`src/rtl/fpadd_issue_ctrl.sv`:
```
// Issue controller for an external pipelined FP32 adder: forwards operand pairs,
// tracks them in flight, and buffers sums in a credit-protected show-ahead FIFO.
module fpadd_issue_ctrl #(
  parameter int LATENCY = 3,
  parameter int DEPTH   = 4
) (
  input  logic        clk,
  input  logic        reset,
  input  logic        in_valid,
  output logic        in_ready,
  input  logic [31:0] in_a,
  input  logic [31:0] in_b,
  output logic [31:0] add_a,
  output logic [31:0] add_b,
  input  logic [31:0] add_out,
  output logic        out_valid,
  input  logic        out_ready,
  output logic [31:0] out_data,
  output logic        busy
);

  localparam int AW = $clog2(DEPTH);
  localparam int CW = $clog2(DEPTH + LATENCY + 2);

  logic [LATENCY:0] r_vld;
  logic [31:0]      r_add_a;
  logic [31:0]      r_add_b;
  logic [31:0]      r_mem [DEPTH];
  logic [AW-1:0]    r_wr_ptr;
  logic [AW-1:0]    r_rd_ptr;
  logic [AW:0]      r_count;

  logic [CW-1:0]    w_inflight;
  logic [CW-1:0]    w_outstanding;
  logic             w_accept;
  logic             w_push;
  logic             w_pop;

  // NOTE: combinational blocks use blocking '=' and assign a default first, so no latch is inferred.
  always_comb begin
    w_inflight = '0;
    for (int i = 0; i <= LATENCY; i++) begin
      w_inflight = w_inflight + CW'(r_vld[i]);
    end
  end

  // Every accepted pair owns a FIFO slot from accept until pop, so a write can never overflow.
  assign w_outstanding = CW'(r_count) + w_inflight;
  assign in_ready      = w_outstanding < CW'(DEPTH);

  assign w_accept  = in_valid && in_ready;
  assign w_push    = r_vld[LATENCY];
  assign w_pop     = out_valid && out_ready;

  assign out_valid = (r_count != '0);
  assign out_data  = out_valid ? r_mem[r_rd_ptr] : 32'h0;
  assign busy      = (w_inflight != '0) || (r_count != '0);
  assign add_a     = r_add_a;
  assign add_b     = r_add_b;

  // NOTE: sequential state uses non-blocking '<=' so every register sees pre-edge values.
  always_ff @(posedge clk or posedge reset) begin
    if (reset) begin
      r_vld    <= '0;
      r_add_a  <= 32'h0;
      r_add_b  <= 32'h0;
      r_wr_ptr <= '0;
      r_rd_ptr <= '0;
      r_count  <= '0;
    end else begin
      r_vld   <= {r_vld[LATENCY-1:0], w_accept};
      r_add_a <= w_accept ? in_a : 32'h0;
      r_add_b <= w_accept ? in_b : 32'h0;
      if (w_push) r_wr_ptr <= r_wr_ptr + AW'(1);
      if (w_pop)  r_rd_ptr <= r_rd_ptr + AW'(1);
      case ({w_push, w_pop})
        2'b10:   r_count <= r_count + (AW+1)'(1);
        2'b01:   r_count <= r_count - (AW+1)'(1);
        default: r_count <= r_count;
      endcase
    end
  end

  // NOTE: the storage array has no reset; out_valid gates every read, so stale contents are never seen.
  always_ff @(posedge clk) begin
    if (w_push) r_mem[r_wr_ptr] <= add_out;
  end

  a_no_overflow: assert property (@(posedge clk) disable iff (reset)
    !(w_push && !w_pop && (r_count == (AW+1)'(DEPTH))));

endmodule

```
`config.mk`:
```
export PLATFORM = sky130hd
export DESIGN_NAME = fpadd_issue_ctrl
export DESIGN_NICKNAME = d
export VERILOG_FILES = /design/src/rtl/fpadd_issue_ctrl.sv
export SDC_FILE = /design/constraint.sdc
export NUM_CORES = 1
export LEC_CHECK = 0
export BUFFER_PORTS_ARGS = -buffer_cell sky130_fd_sc_hd__buf_2
export CORE_ASPECT_RATIO = 0.6
export CORE_MARGIN = 2
export CORE_UTILIZATION = 49
export CTS_BUF_LIST = sky130_fd_sc_hd__clkbuf_2
export DETAILED_ROUTE_END_ITERATION = 16
export HOLD_SLACK_MARGIN = 0.03
export PLACE_DENSITY = 0.78
export SYNTH_ARGS = -nofsm -noshare
export SYNTH_HDL_FRONTEND = slang
export SYNTH_SLANG_ARGS = --single-unit
```
`constraint.sdc`:
```
create_clock -name clk -period 2.5 [get_ports clk]
set_clock_uncertainty 0.1 [all_clocks]
set_input_delay 0.5 -clock clk [delete_from_list [all_inputs] [get_ports clk]]
set_output_delay 0.5 -clock clk [all_outputs]
set_load 0.02 [all_outputs]
```
* Yosys cells after proc, flatten, opt, wreduce, memory -nomap -nowiden *
Memory sizes are Yosys's and may differ from the RTL's.
Index checks and enable logic that the tools add are counted.

cells by class
  add/subtract/negate cells = 8
  $lt $le $gt $ge = 1
  equal/unequal tests = 2
  multiplexer cells = 6
  reductions and logical operators = 6

operators by type and width
  kind                   number
  $mux W32               3
  $pmux W3 S2            1
  $add A2 B1 Y2 const B  2
  $add A3 B1 Y4          1
  $add A3 B4 Y4          1
  $lt A4 B3 Y1 const B   1
  $reduce_bool A4 Y1     1
  $add A2 B1 Y3          1
  $add A3 B1 Y3 const B  1
  $reduce_bool A3 Y1     1
  $sub A3 B1 Y3 const B  1
  $add A1 B1 Y2          1
  $eq A2 B1 Y1 const B   1
  $eq A2 B2 Y1 const B   1
  $logic_and A1 B1 Y1    2
  $mux W1                2
  $reduce_bool A2 Y1     1
  $logic_or A1 B1 Y1     1

storage, ports and cells
  flip-flop bits (word level) = 75
  RAM bits = 128
  bits of input ports = 100
  output and inout bits = 99
  word-level logic and storage cells = 30
  memories kept = 1

memories
  name   depth  width  read ports  clocked after memory_dff  wr ports  line  text
  r_mem  4      32     1           0                         1         28    logic [31:0] r_mem [DEPTH];

* Longest topological paths before layout *
  word-level depth = 7
  gate-level depth with buffers = 9
  depth with buffers taken out = 8

* Worst setup path after synthesis *
No wires, ideal clock.

  kind = register to output
  from = reg r_vld[3]
  to = out in_ready
  arrival time = 2.083 ns
  data required time = 1.900 ns
  setup slack = -0.183 ns
  cell stages (with the launch flop) = 7
  path buffers = 0
  cells stage by stage = dfrtp_1 -> fa_1 -> ha_1 -> ha_1 -> ha_1 -> and3_1 -> nor2b_1

between the ends
  cells in the longest elaborated chain, start to end = 3

RTL lines
  what                    line  text
  start, declared         25    logic [LATENCY:0] r_vld;
  start signal, assigned  71    r_vld <= {r_vld[LATENCY-1:0], w_accept};
  $add A3 B1 Y4           43    w_inflight = w_inflight + CW'(r_vld[i]);
  $add A3 B4 Y4           48    assign w_outstanding = CW'(r_count) + w_inflight;
  $lt A4 B3 Y1            49    assign in_ready = w_outstanding < CW'(DEPTH);
  end, declared           10    output logic in_ready,

No other way between the ends.

* Worst setup path in the final report *
  from = reg r_vld[1]
  to = out busy

between the ends
  cells in the longest elaborated chain, start to end = 5

RTL lines
  what                line  text
  $add A1 B1 Y2       43
  $add A2 B1 Y3       43
  $add A3 B1 Y4       43
  $reduce_bool A4 Y1  57    assign busy = (w_inflight != '0) || (r_count != '0);
  $logic_or A1 B1 Y1  57
  end, declared       19    output logic busy

No other way between the ends.

==> results by stage <==
Status:
- The run finished, with violations left.
- The final reports fail on negative setup slack.

Clock network:
- The count of clock tree sinks is 203.
- TritonCTS built the clock tree.
- The clock passes through at most 3 buffers.
- The clock tree synthesis step divided the H-tree into 2 levels.
- The library cell used as clock root buffer is sky130_fd_sc_hd__clkbuf_2.
- Clock latency on the worst-skew pair, taken at its later pin, is roughly 690 ps.
- The clock slew seen by the registers of the worst setup and hold paths is 110 ps.
- In this run, CTS created clock tree buffers numbering between 40 and 50.

Floorplanning:
- The number of core rows is 35.
- The number of top-level pins is 199.
- The overall die height is 99.94 um.
- The effective utilization at floorplan is 49.60%.
- After floorplanning, the core was sized to cover 15150 sq um.
- The die covers 16380 sq um.
- The x dimension of the die is 163.9 um.

Route:
- After detailed routing, the average wire length per cell comes to between 15 and 20 um.
- The number of nets still failing antenna checks after routing is 0.
- The via total after detailed routing is 4811.
- The final routed DRC violation total is 0.
- Using the TritonRoute via totals, the vias-per-cell ratio works out to 4.874.
- The first-pass iteration count of the detailed router is 4.
- The post-detailed-routing wire length is 19250 um.
- The count of routing violations after the opening detailed-route iteration is 317.

Place:
- Once detailed placement completed, the half-perimeter wirelength came to 10320 um.
- The worst setup slack after placement is -157.4 ps.
- The count of buffers added on input and output ports is 198.
- Once placement finished, the instance area stood at 8877 sq um.
- At the end of routability-driven placement, the weighted congestion stood at 0.7772.

Yosys:
- Synthesis produced a netlist with a net count of 501.
- By area the synthesized netlist is led by sky130_fd_sc_hd__edfxtp_1, sky130_fd_sc_hd__dfrtp_1, sky130_fd_sc_hd__mux4_2, sky130_fd_sc_hd__and2_1, sky130_fd_sc_hd__ha_1.
- The cell with the most instances after synthesis is sky130_fd_sc_hd__edfxtp_1.
- The count of flip-flops with a built-in enable after synthesis is 128.
- After synthesis the netlist holds a flip-flop and latch count of 203.
- The average cell area after synthesis is 19.27 sq um.
- After synthesis, flip-flops and latches occupy 76.11% of the total area.
- The share of synthesized flip-flops with an asynchronous set or reset is between 30% and 40%.
- The top cell type by total area after synthesis is sky130_fd_sc_hd__edfxtp_1.
- The fraction of synthesized cell area taken by the top area cell type is 51.14%.
- The commonest cells after synthesis are sky130_fd_sc_hd__edfxtp_1, sky130_fd_sc_hd__and2_1, sky130_fd_sc_hd__dfrtp_1.
- Synthesis instantiated 25 different standard cells from the library.
- In this run the cell area of the synthesized design comes to 7516 sq um.
- Synthesis produced a netlist whose cell count is 390.
- Among all flip-flop cells after synthesis, the most frequent one is sky130_fd_sc_hd__edfxtp_1.
- During synthesis, Yosys emitted a total of 0 warnings.

Timing:
- The worst path uses 132.9% of the clock period.
- At the pin with the least slew margin, the transition time is ~550 ps.
- Headroom to the max-slew limit came out at 63.54%.
- Counting I/O delays and the setup requirement, the final critical path takes 3322 ps.
- The total of endpoints with negative setup slack in the final report is 99.
- Setup repair after global routing could not meet its margin everywhere.
- The number of hold-slack violations in the final timing report is 0.
- The total count of max-transition violations in the final report was 0.
- The maximum achievable frequency is 0.3010 GHz.
- After layout, the worst setup slack is -822.5 ps.

Global route:
- The first global-routing pass estimated 29330 um of wire.
- The number of global-route vias before repair was 5369.
- The total track usage is 24.26%.
- Entering global routing, the biggest net connects 44 pins.
- For this run the aggregate overflow at the end of global routing stands at 0.
- The initial antenna violation count is 1.

Cells and area:
- The filler cells instantiated in the layout total between 900 and 1000.
- Relative to the synthesized area, the layout overhead comes to 47.08%.
- Summing all multi-input logic gate instances after layout gives 1889 sq um.
- The layout net count is between 800 and 900.
- The fraction of final layout cells with drive strength greater than 1 is 54.79%.
- The finished cells cover 11050 sq um.
- The flip-flop and latch area is 5723 sq um.

Worst setup path:
- At the worst endpoint, the required time is 1900 ps.
- Across all register-to-register paths, the minimum setup slack is -440 ps.
- The critical path endpoint category is an output port.
- The peak fanout along the critical path is 2.
- The critical path class is reg2out.
- The worst setup path is launched from a register.
- The critical path arrival is 2720 ps.

Job:
- The tool flagged a number of max-cap violations equal to 0.

Power:
- IR analysis of the VDD net gives a maximum drop of 0.7693 mV.
- In this run the static leakage power is approximately 4.9 nW.
- For this design the ratio of total power to cell area is 1150 nW/um^2.

Min path:
- The worst hold path belongs to the class reg2reg.
area by class of cell:
| cell class | count | area share (%) |
|---|---|---|
| Antenna cell | 1 | 0.02264 |
| Clock buffer | 66 | 2.988 |
| Clock inverter | 8 | 0.2716 |
| Inverter | 7 | 0.2716 |
| Multi-Input combinational cell | 161 | 17.09 |
| Sequential cell | 203 | 51.77 |
| Tap cell | 203 | 2.298 |
| Timing Repair Buffer | 338 | 25.29 |
cells by family after synthesis:
kind of cell	synth area share, %
AO/OA/AOI/OAI	0.06653
AND/OR/NAND/NOR	9.106
XOR/XNOR	0.6992
buffers and inverters	2.214
adder cells (fa/ha/maj)	2.031
flip-flops	76.11
multiplexers	9.772
stage by stage:
stage	cells	TNS [ps]	total power [W]	hold slack, ps	utilization, %
after floorplan	390	-1618	0.007340	261.2	-
after global placement	790	-671.5	0.008556	288.7	58.59
after detailed placement	790	-5783	0.008692	280.5	58.59
after CTS	985	-27610	0.01270	296.1	72.89
after global routing	987	-41120	0.01338	271.8	72.96
final	987	-31180	0.01272	315.9	72.96
worst max-delay path, stage by stage (launching register included):
cell and delay, ps:
sky130_fd_sc_hd__dfrtp_1 430, sky130_fd_sc_hd__fa_1 560, sky130_fd_sc_hd__ha_2 200, sky130_fd_sc_hd__ha_4 210
sky130_fd_sc_hd__or4_4 480, sky130_fd_sc_hd__buf_6 150
cells in the final DEF (no fill, tap or decap), drive strengths merged:
cell / n
clkinv: 7
ha: 9
and2: 101
clkinvlp: 1
edfxtp: 128
nor2b: 1
mux2i: 1
or3: 1
nor3: 1
o21ai: 1
nor2: 1
nand3: 1
and3b: 1
xnor2: 2
diode: 1
inv: 7
fa: 2
dlygate4sd3: 98
dfrtp: 75
clkbuf: 66
mux4: 32
buf: 240
and3: 1
or4: 1
nand2: 1
xor2: 4
sequential cells by signal, indices dropped and copies added (netlist names):
| signal | count |
|---|---|
| add_a | 32 |
| r_rd_ptr | 2 |
| r_wr_ptr | 2 |
| r_mem | 128 |
| r_vld | 4 |
| add_b | 32 |
| r_count | 3 |
layer usage:
| layer | GRT usage [%] | wire length, um | vias to the layer above |
|---|---|---|---|
| li1 | - | - | 2168 |
| met3 | 5.826 | 989 | 38 |
| met5 | 0 | 0 | - |
| met4 | 7.085 | 401 | 0 |
| met2 | 41.27 | 9741 | 163 |
| met1 | 31.59 | 8113 | 2442 |
worst paths after layout:
kind                                from          end  cells after the start
worst max-delay path            r_vld[1]         busy                      5
worst min-delay path            r_vld[2]     r_vld[3]                      0
worst max register to register  r_vld[1]     add_a[9]                     11
worst min register to register  r_vld[2]     r_vld[3]                      0
max in group asynchronous          reset  r_rd_ptr[0]                      4
min in group asynchronous          reset     add_b[3]                      4
where the power goes:
part	switching, W	internal [W]
Combinational	0.00290	0.00344
Sequential	0.000217	0.00423
Clock	0.00124	0.000689
repair_timing:
action,in CTS,in global routing
hold buffers,98,0
endpoints found under the setup margin,99,100
gates resized for setup,147,34
endpoints found under the hold margin,269,0
gates cloned,10,0
setup buffers,13,9
pin swaps,46,7
Power figures use the tool's default switching activity.
